## src/rtl/wb_arbiter2.sv

```systemverilog
// wb_arbiter2 - two-master / one-slave Wishbone B4 pipelined arbiter.
// Grants the slave per Wishbone cycle with round-robin priority, limits the
// number of accepted-but-unacknowledged transfers, and releases the bus as
// soon as the holding master drops cyc.
// Optional feature macro: WB_ARB_TIMEOUT_EN - adds an idle-ack watchdog that
// aborts a stuck cycle by returning one synthetic ack per outstanding
// transfer and raising the sticky timeout_o flag.
module wb_arbiter2 #(
  parameter int MAX_OUTSTANDING = 4,
  parameter int TIMEOUT_CYCLES  = 255
) (
  input  logic        clk,
  input  logic        rst_n,
  input  logic        m0_cyc_i,
  input  logic        m0_stb_i,
  input  logic        m0_we_i,
  input  logic [3:0]  m0_sel_i,
  input  logic [31:0] m0_adr_i,
  input  logic [31:0] m0_dat_i,
  output logic        m0_stall_o,
  output logic        m0_ack_o,
  output logic [31:0] m0_dat_o,
  input  logic        m1_cyc_i,
  input  logic        m1_stb_i,
  input  logic        m1_we_i,
  input  logic [3:0]  m1_sel_i,
  input  logic [31:0] m1_adr_i,
  input  logic [31:0] m1_dat_i,
  output logic        m1_stall_o,
  output logic        m1_ack_o,
  output logic [31:0] m1_dat_o,
  output logic        s_cyc_o,
  output logic        s_stb_o,
  output logic        s_we_o,
  output logic [3:0]  s_sel_o,
  output logic [31:0] s_adr_o,
  output logic [31:0] s_dat_o,
  input  logic        s_stall_i,
  input  logic        s_ack_i,
  input  logic [31:0] s_dat_i,
  output logic        timeout_o,
  input  logic        timeout_clr_i
);

  localparam logic [3:0]  MAX_CNT  = 4'(MAX_OUTSTANDING);
  localparam logic [15:0] TMO_LAST = 16'(TIMEOUT_CYCLES - 1);

  typedef enum logic [1:0] {
    ST_IDLE   = 2'd0,
    ST_GRANT0 = 2'd1,
    ST_GRANT1 = 2'd2
`ifdef WB_ARB_TIMEOUT_EN
    , ST_ABORT = 2'd3
`endif
  } state_t;

  state_t      state_r, state_s;
  logic        last_grant_r, last_grant_s;  // also identifies the current holder
  logic [3:0]  count_r, count_s;
  logic        hold_cyc_s;
  logic        full_s;
  logic        stb_s;
  logic        accept_s;
  logic        ack_dec_s;

  // cyc of the master that currently owns (or last owned) the bus
  assign hold_cyc_s = last_grant_r ? m1_cyc_i : m0_cyc_i;
  assign full_s     = (count_r == MAX_CNT);
  assign accept_s   = stb_s & ~s_stall_i;
  // an ack with nothing outstanding must not wrap the counter
  assign ack_dec_s  = s_ack_i & (count_r != 4'd0);
  assign s_stb_o    = stb_s;

`ifdef WB_ARB_TIMEOUT_EN
  localparam logic [31:0] ABORT_DAT = 32'hDEAD_BEEF;

  logic [15:0] tmo_r, tmo_s;
  logic        timeout_r;
  logic        tmo_set_s;
  logic        abort_ack_s;

  assign abort_ack_s = hold_cyc_s & (count_r != 4'd0);
  assign timeout_o   = timeout_r;
`else
  logic unused_s;

  assign unused_s  = ^{timeout_clr_i, TMO_LAST};
  assign timeout_o = 1'b0;
`endif

  // Output steering: slave side muxed from the holder, acks/data routed back
  always_comb begin
    s_cyc_o    = 1'b0;
    stb_s      = 1'b0;
    s_we_o     = 1'b0;
    s_sel_o    = 4'd0;
    s_adr_o    = 32'd0;
    s_dat_o    = 32'd0;
    m0_stall_o = 1'b1;
    m0_ack_o   = 1'b0;
    m0_dat_o   = 32'd0;
    m1_stall_o = 1'b1;
    m1_ack_o   = 1'b0;
    m1_dat_o   = 32'd0;
    case (state_r)
      ST_GRANT0: begin
        s_cyc_o    = m0_cyc_i;
        stb_s      = m0_cyc_i & m0_stb_i & ~full_s;
        s_we_o     = m0_we_i;
        s_sel_o    = m0_sel_i;
        s_adr_o    = m0_adr_i;
        s_dat_o    = m0_dat_i;
        m0_stall_o = s_stall_i | full_s;
        m0_ack_o   = s_ack_i;
        m0_dat_o   = s_dat_i;
      end
      ST_GRANT1: begin
        s_cyc_o    = m1_cyc_i;
        stb_s      = m1_cyc_i & m1_stb_i & ~full_s;
        s_we_o     = m1_we_i;
        s_sel_o    = m1_sel_i;
        s_adr_o    = m1_adr_i;
        s_dat_o    = m1_dat_i;
        m1_stall_o = s_stall_i | full_s;
        m1_ack_o   = s_ack_i;
        m1_dat_o   = s_dat_i;
      end
`ifdef WB_ARB_TIMEOUT_EN
      ST_ABORT: begin
        if (last_grant_r) begin
          m1_ack_o = abort_ack_s;
          m1_dat_o = abort_ack_s ? ABORT_DAT : 32'd0;
        end else begin
          m0_ack_o = abort_ack_s;
          m0_dat_o = abort_ack_s ? ABORT_DAT : 32'd0;
        end
      end
`endif
      default: begin
        s_cyc_o = 1'b0;
      end
    endcase
  end

  // Next-state logic: arbitration, outstanding tracking, watchdog
  always_comb begin
    state_s      = state_r;
    last_grant_s = last_grant_r;
    count_s      = count_r;
`ifdef WB_ARB_TIMEOUT_EN
    tmo_s        = tmo_r;
    tmo_set_s    = 1'b0;
`endif
    case (state_r)
      ST_IDLE: begin
        count_s = 4'd0;
        if (m0_cyc_i && m1_cyc_i) begin
          if (last_grant_r) begin
            state_s      = ST_GRANT0;
            last_grant_s = 1'b0;
          end else begin
            state_s      = ST_GRANT1;
            last_grant_s = 1'b1;
          end
        end else if (m0_cyc_i) begin
          state_s      = ST_GRANT0;
          last_grant_s = 1'b0;
        end else if (m1_cyc_i) begin
          state_s      = ST_GRANT1;
          last_grant_s = 1'b1;
        end else begin
          state_s = ST_IDLE;
        end
      end
      ST_GRANT0, ST_GRANT1: begin
        if (!hold_cyc_s) begin
          // holder ended (or abandoned) its cycle: outstanding work is dropped
          state_s = ST_IDLE;
          count_s = 4'd0;
`ifdef WB_ARB_TIMEOUT_EN
          tmo_s   = 16'd0;
`endif
        end else begin
          count_s = count_r + {3'd0, accept_s} - {3'd0, ack_dec_s};
`ifdef WB_ARB_TIMEOUT_EN
          if (accept_s || s_ack_i || (count_r == 4'd0)) begin
            tmo_s = 16'd0;
          end else if (tmo_r == TMO_LAST) begin
            state_s   = ST_ABORT;
            tmo_s     = 16'd0;
            tmo_set_s = 1'b1;
          end else begin
            tmo_s = tmo_r + 16'd1;
          end
`endif
        end
      end
`ifdef WB_ARB_TIMEOUT_EN
      ST_ABORT: begin
        if (!hold_cyc_s) begin
          state_s = ST_IDLE;
          count_s = 4'd0;
        end else if (count_r <= 4'd1) begin
          // last synthetic ack this cycle: hand the bus back to the holder
          state_s = last_grant_r ? ST_GRANT1 : ST_GRANT0;
          count_s = 4'd0;
        end else begin
          count_s = count_r - 4'd1;
        end
      end
`endif
      default: begin
        state_s = ST_IDLE;
        count_s = 4'd0;
      end
    endcase
  end

  // State, grant history and outstanding-count registers
  always_ff @(posedge clk or negedge rst_n) begin
    if (!rst_n) begin
      state_r      <= ST_IDLE;
      last_grant_r <= 1'b1;
      count_r      <= 4'd0;
    end else begin
      state_r      <= state_s;
      last_grant_r <= last_grant_s;
      count_r      <= count_s;
    end
  end

`ifdef WB_ARB_TIMEOUT_EN
  // Watchdog counter and sticky timeout flag (set beats clear)
  always_ff @(posedge clk or negedge rst_n) begin
    if (!rst_n) begin
      tmo_r     <= 16'd0;
      timeout_r <= 1'b0;
    end else begin
      tmo_r <= tmo_s;
      if (tmo_set_s) begin
        timeout_r <= 1'b1;
      end else if (timeout_clr_i) begin
        timeout_r <= 1'b0;
      end else begin
        timeout_r <= timeout_r;
      end
    end
  end
`endif

endmodule

```

## config.mk

```make
export PLATFORM = sky130hd
export DESIGN_NAME = wb_arbiter2
export DESIGN_NICKNAME = d
export VERILOG_FILES = /design/src/rtl/wb_arbiter2.sv
export SDC_FILE = /design/constraint.sdc
export NUM_CORES = 1
export LEC_CHECK = 0
export CAP_MARGIN = 15
export CORE_AREA = 2 2 124 126
export CTS_BUF_LIST = sky130_fd_sc_hd__clkbuf_2
export CTS_CLUSTER_DIAMETER = 200
export CTS_CLUSTER_SIZE = 14
export DETAILED_ROUTE_END_ITERATION = 12
export DIE_AREA = 0 0 126 128
export HOLD_SLACK_MARGIN = 0.12
export SLEW_MARGIN = 30
export SYNTH_ARGS = -nofsm -noshare
export SYNTH_HDL_FRONTEND = slang
export SYNTH_SLANG_ARGS = --single-unit
```

## constraint.sdc

```tcl
create_clock -name clk -period 6 [get_ports clk]
set_clock_uncertainty 0.15 [all_clocks]
set_input_delay 1.8 -clock clk [delete_from_list [all_inputs] [get_ports clk]]
set_output_delay 1.8 -clock clk [all_outputs]
set_load 0.02 [all_outputs]
```

# --- Word-level counts from Yosys, hierarchy flattened ---
# Index checks and enable logic that the tools add are counted.
totals:
  register_bits: 7
  in_bits: 179
  output_inout_bits: 140
  wordCells: 49
classes:
  n_addsub: 2
  eq_ne: 4
  n_mux: 25
  n_bitwise: 9
  reduce_logical: 6
op_table:
  columns: ["operator", "n"]
  rows:
  - ["$pmux 32 s2", 2]
  - ["$mux 32", 2]
  - ["$mux 2", 5]
  - ["$mux 1", 9]
  - ["$mux 4", 2]
  - ["$pmux 4 s2", 1]
  - ["$and 1x1->1", 6]
  - ["$pmux 1 s2", 3]
  - ["$add 4x1->4", 1]
  - ["$eq 4x3->1 const B", 1]
  - ["$pmux 2 s2", 1]
  - ["$reduce_bool 4->1", 1]
  - ["$sub 4x1->4", 1]
  - ["$reduce_bool 3->1", 1]
  - ["$eq 2x1->1 const B", 1]
  - ["$eq 2x2->1 const B", 1]
  - ["$logic_not 2->1", 1]
  - ["$ne 2x2->1 const B", 1]
  - ["$not 1->1", 2]
  - ["$reduce_and 2->1", 1]
  - ["$reduce_or 2->1", 1]
  - ["$logic_and 1x1->1", 1]
  - ["$or 1x1->1", 1]

# --- Depth between registers and ports, before layout ---
logic_depth:
  ltp_word: 9
  depth_mapped: 13
  mapped_depth_nobuf: 11

# --- Least setup slack after synthesis ---
# No wires, ideal clock.
synth_path:
  path_type: "input to output"
  startpoint: "input m0_stb_i"
  endpoint: "output s_stb_o"
  arrival_ns: 2.238
  required_time_ns: 4.050
  slack_ns: 1.812
  path_stages: 3
  path_buffers: 0
  cell_sequence: "nand2_1 > o21ai_1 > and3_1"
synth_between:
  elab_chain_cells: 3
synth_lines:
  columns: ["element", "line_no", "source"]
  rows:
  - ["start: declaration", "15", "input logic m0_stb_i,"]
  - ["$and 1x1->1 (2 in series)", "108", "stb_s = m0_cyc_i & m0_stb_i & ~full_s;"]
  - ["$pmux 1 s2", "105", "case (state_r)"]
  - ["end: declaration", "33", "output logic s_stb_o,"]
# Every way passes these cells.

# --- Final worst setup path ---
layout_path:
  startpoint: "input m1_cyc_i"
  endpoint: "output s_stb_o"
layout_between:
  elab_chain_cells: 3
layout_lines:
  columns: ["element", "line_no", "source"]
  rows:
  - ["start: declaration", "23", "input logic m1_cyc_i,"]
  - ["$and 1x1->1 (2 in series)", "119", "stb_s = m1_cyc_i & m1_stb_i & ~full_s;"]
  - ["$pmux 1 s2", "105", null]
# Every way passes these cells.

==> run metrics <==
outcome completed; clock tree from TritonCTS built; Simple-Gate Fraction of Synth Area 44.32%; post-detailed-route count of antenna-violating nets 0; initial cell density of the core 14.15%; biggest area contributors in the synthesized netlist sky130_fd_sc_hd__a22oi_1 (25%), sky130_fd_sc_hd__nor2b_1 (21%), sky130_fd_sc_hd__and2_1 (20%), sky130_fd_sc_hd__dfrtp_1 (7.1%), sky130_fd_sc_hd__ha_1 (5.9%); maximum buffer depth of the clock tree 2; part of the total power dissipated in combinational logic 94.5%; part of the Yosys area used for sequential elements 8.388%; Top Family by Delay on Critical Path buffers and inverters; total of hold buffers inserted after clock tree synthesis 0; nature of the critical path endpoint output pin; reported max-cap violation count 0; worst skew pair latency 240 ps; arrival time worst endpoint 3590 ps; slowest cell on the critical path sky130_fd_sc_hd__clkdlybuf4s50_1; post-synthesis cell count 295; number of global-route vias before repair 3263; maximum fanout encountered on the critical timing path 5; Syn Area/Cell 7.130 um2; transition time at the pin with the least slew margin 788.7 ps; design internal power 0.9953 mW; Synth async-reset ratio 100.0%; max_slew headroom 47.42%; average detailed-routed wire length per instance 15.75 um; clock root buffer master sky130_fd_sc_hd__clkbuf_2; vertical die dimension 128 um; multiplexer share of the synthesized area 1.190%; Layout fillers 1528; diodes inserted 0; part of the total power dissipated in sequential elements 3.7%; cell repeated most along the worst path sky130_fd_sc_hd__clkdlybuf4s50_1; most area-hungry cell type in the Yosys netlist sky130_fd_sc_hd__a22oi_1; maximum ir drop on the vdd rail 0.2641 mV; number of buffer cells added on primary ports 316; fraction of the mapped netlist area in compound gates 27.25%; max-slew violation count 0; Buf/Inv on CP 2; Leakage Power 1.864 nW; Crit Path Class primary input to output pin; post-synthesis share of cell area spent on full adders, half adders and majority gates 7.912%; Synth Area in XOR/XNOR 0.4164%; area growth from synthesis to final layout 156.9%; flops & latches, synth 7; routed via count 3286; ratio of routed vias to standard cells 4.240; site row count 45; final routed wirelength across all metal layers 12210 um; area of the mapped netlist 0.002103 mm2; portion of synthesized cell area occupied by the leading cell type 24.99%; number of clock sinks 7; first-pass GRT wire length 17640 um; cell count after placement 771; switch share 49.81%; EDFF count, synth 0; H-tree levels 1; DRT iter0 DRCs 72; overall routing resource usage 13.45%; setup-violating endpoint count in the final report 0; total die area 0.01613 mm2; cells along the critical path clkdlybuf4s50_1 -> nand3_1 -> o21ai_1 -> and3_1 -> clkdlybuf4s50_1; I/O Pins 319; Initial DRT Pass Iterations 4; final weighted congestion of routability-driven global placement 0.7522; final net count 778; delay contributed by the slowest stage of the critical path 610 ps; min-delay worst type flip-flop to flip-flop; number of antenna violations at the first check in global routing 0; setup TNS after final layout 0 ps; ratio of cells with drive above 1 in the final layout 2.726%; startpoint class of the critical path primary input; DRC errors left 0; period utilisation layout 92.38%; number of distinct standard cells referenced by the synthesized netlist 31; Pwr Total 1.983 mW; flip-flop cell with the highest count after synthesis sky130_fd_sc_hd__dfrtp_1; warning count from the yosys run 0; min cycle time layout 5543 ps; data required time at the worst endpoint 4050 ps; largest net degree at the start of global routing 80; power density of the placed cells 366.9 mW/mm2; Final Hold Viols 0; number of nets produced by synthesis 485; Core Region 0.01486 mm2; clock share of power 1.8%; Resize count post-CTS 0; RSZ-0062 raised after global routing false; upper clock frequency limit 0.1804 GHz; TritonCTS buffer count 3; main combinational cell family by area after synthesis simple AND/OR/NAND/NOR gates; clock transition at the register clock pins on the worst setup and hold paths after CTS 80 ps; post-DP HPWL 9804 um; Post-Layout Cell Count 775; net switching power figure 0.9876 mW; count of buffers added by post-CTS timing repair for setup 0; die boundary width 126 um; Congestion Overflow GR 0
-- registers in the layout (all words and copies together), names as in the netlist --
register / flops
count_r: 4
state_r: 2
last_grant_r: 1
-- through the flow --
step / hold slack, ps / util [%] / setup WS [ps] / instance area [um2]
final: 379.9 / 36.36 / 457.3 / 5404
after global routing: 391.1 / 36.36 / 327.9 / 5404
after CTS: 377.7 / 36.36 / 358.3 / 5404
after detailed placement: 374.7 / 36.22 / 357.7 / 5384
after global placement: 345.7 / 36.02 / 344.9 / 5354
after floorplan: 337.7 / - / 1812 / 2103
-- synthesized netlist by cell type, types with 2 or more instances --
master                     number
sky130_fd_sc_hd__a22oi_1       70
sky130_fd_sc_hd__nor2b_1       70
sky130_fd_sc_hd__and2_1        66
sky130_fd_sc_hd__buf_2         16
sky130_fd_sc_hd__ha_1          10
sky130_fd_sc_hd__inv_1          8
sky130_fd_sc_hd__nand2_1        8
sky130_fd_sc_hd__clkbuf_1       7
sky130_fd_sc_hd__dfrtp_1        6
sky130_fd_sc_hd__buf_6          5
sky130_fd_sc_hd__nand3_1        3
sky130_fd_sc_hd__a21oi_1        2
sky130_fd_sc_hd__and3_2         2
sky130_fd_sc_hd__buf_4          2
sky130_fd_sc_hd__clkbuf_2       2
sky130_fd_sc_hd__nor2_1         2
sky130_fd_sc_hd__o22ai_1        2
-- worst min-delay path, cell delays in order (launching register included) --
cell and delay (ps):
sky130_fd_sc_hd__dfstp_2 400, sky130_fd_sc_hd__nand2_1 60, sky130_fd_sc_hd__o21ai_0 70
-- metal layers --
layer  track usage, %  share of wire (%)
met1            15.86                 40
met2            24.70                 50
met3            3.923                9.5
met4            1.810               0.72
met5                0                  0
-- power groups by stage --
stage	registers, mW	clock network (mW)	logic, mW
after global routing	0.0744	0.0386	2.01
after detailed placement	0.0737	0	1.90
after CTS	0.0732	0.0359	1.91
after global placement	0.0728	0	1.86
final	0.0731	0.0357	1.87
after floorplan	0.0701	0	1.11
-- cells by family (layout without fill, tap and decap cells) --
logic type	Yosys count	count (layout)
other cells	1	1
compound gates	78	78
xor+xnor	1	1
simple gates	153	153
fa+ha+maj	13	13
mux	2	2
flops	7	7
buf+inv	40	332
-- final cells by class --
class	count	area [um2]	area share [%]
Timing Repair Buffer	320	3206	59.32
Multi-Input combinational cell	248	1737	32.14
Tap cell	188	235.2	4.353
Sequential cell	7	176.4	3.265
Inverter	8	30.03	0.5557
Clock buffer	4	20.02	0.3705
-- cell usage in the layout, fill, tap and decap left out, types with 2 or more instances in the layout --
master	count
sky130_fd_sc_hd__and2_1	66
sky130_fd_sc_hd__nor2_1	2
sky130_fd_sc_hd__clkdlybuf4s50_1	316
sky130_fd_sc_hd__nor2b_1	70
sky130_fd_sc_hd__a22oi_1	70
sky130_fd_sc_hd__nand3_1	3
sky130_fd_sc_hd__buf_4	3
sky130_fd_sc_hd__o22ai_1	2
sky130_fd_sc_hd__and3_2	2
sky130_fd_sc_hd__clkbuf_2	4
sky130_fd_sc_hd__nand2_1	8
sky130_fd_sc_hd__inv_1	8
sky130_fd_sc_hd__ha_4	2
sky130_fd_sc_hd__ha_1	7
sky130_fd_sc_hd__dfrtp_1	6
sky130_fd_sc_hd__a21oi_1	2
-- worst paths after layout --
check / endpoint / depth (start not counted) / slack, ps / startpoint
max: s_stb_o / 5 / 460 / m1_cyc_i
min: last_grant_r / 2 / 380 / last_grant_r
max reg2reg: count_r[1] / 10 / 2700 / state_r[0]
min reg2reg: last_grant_r / 2 / 380 / last_grant_r
max in group asynchronous: last_grant_r / 1 / 3720 / rst_n
min in group asynchronous: count_r[2] / 1 / 1680 / rst_n
Note: power is estimated with default switching activity, not from simulation.
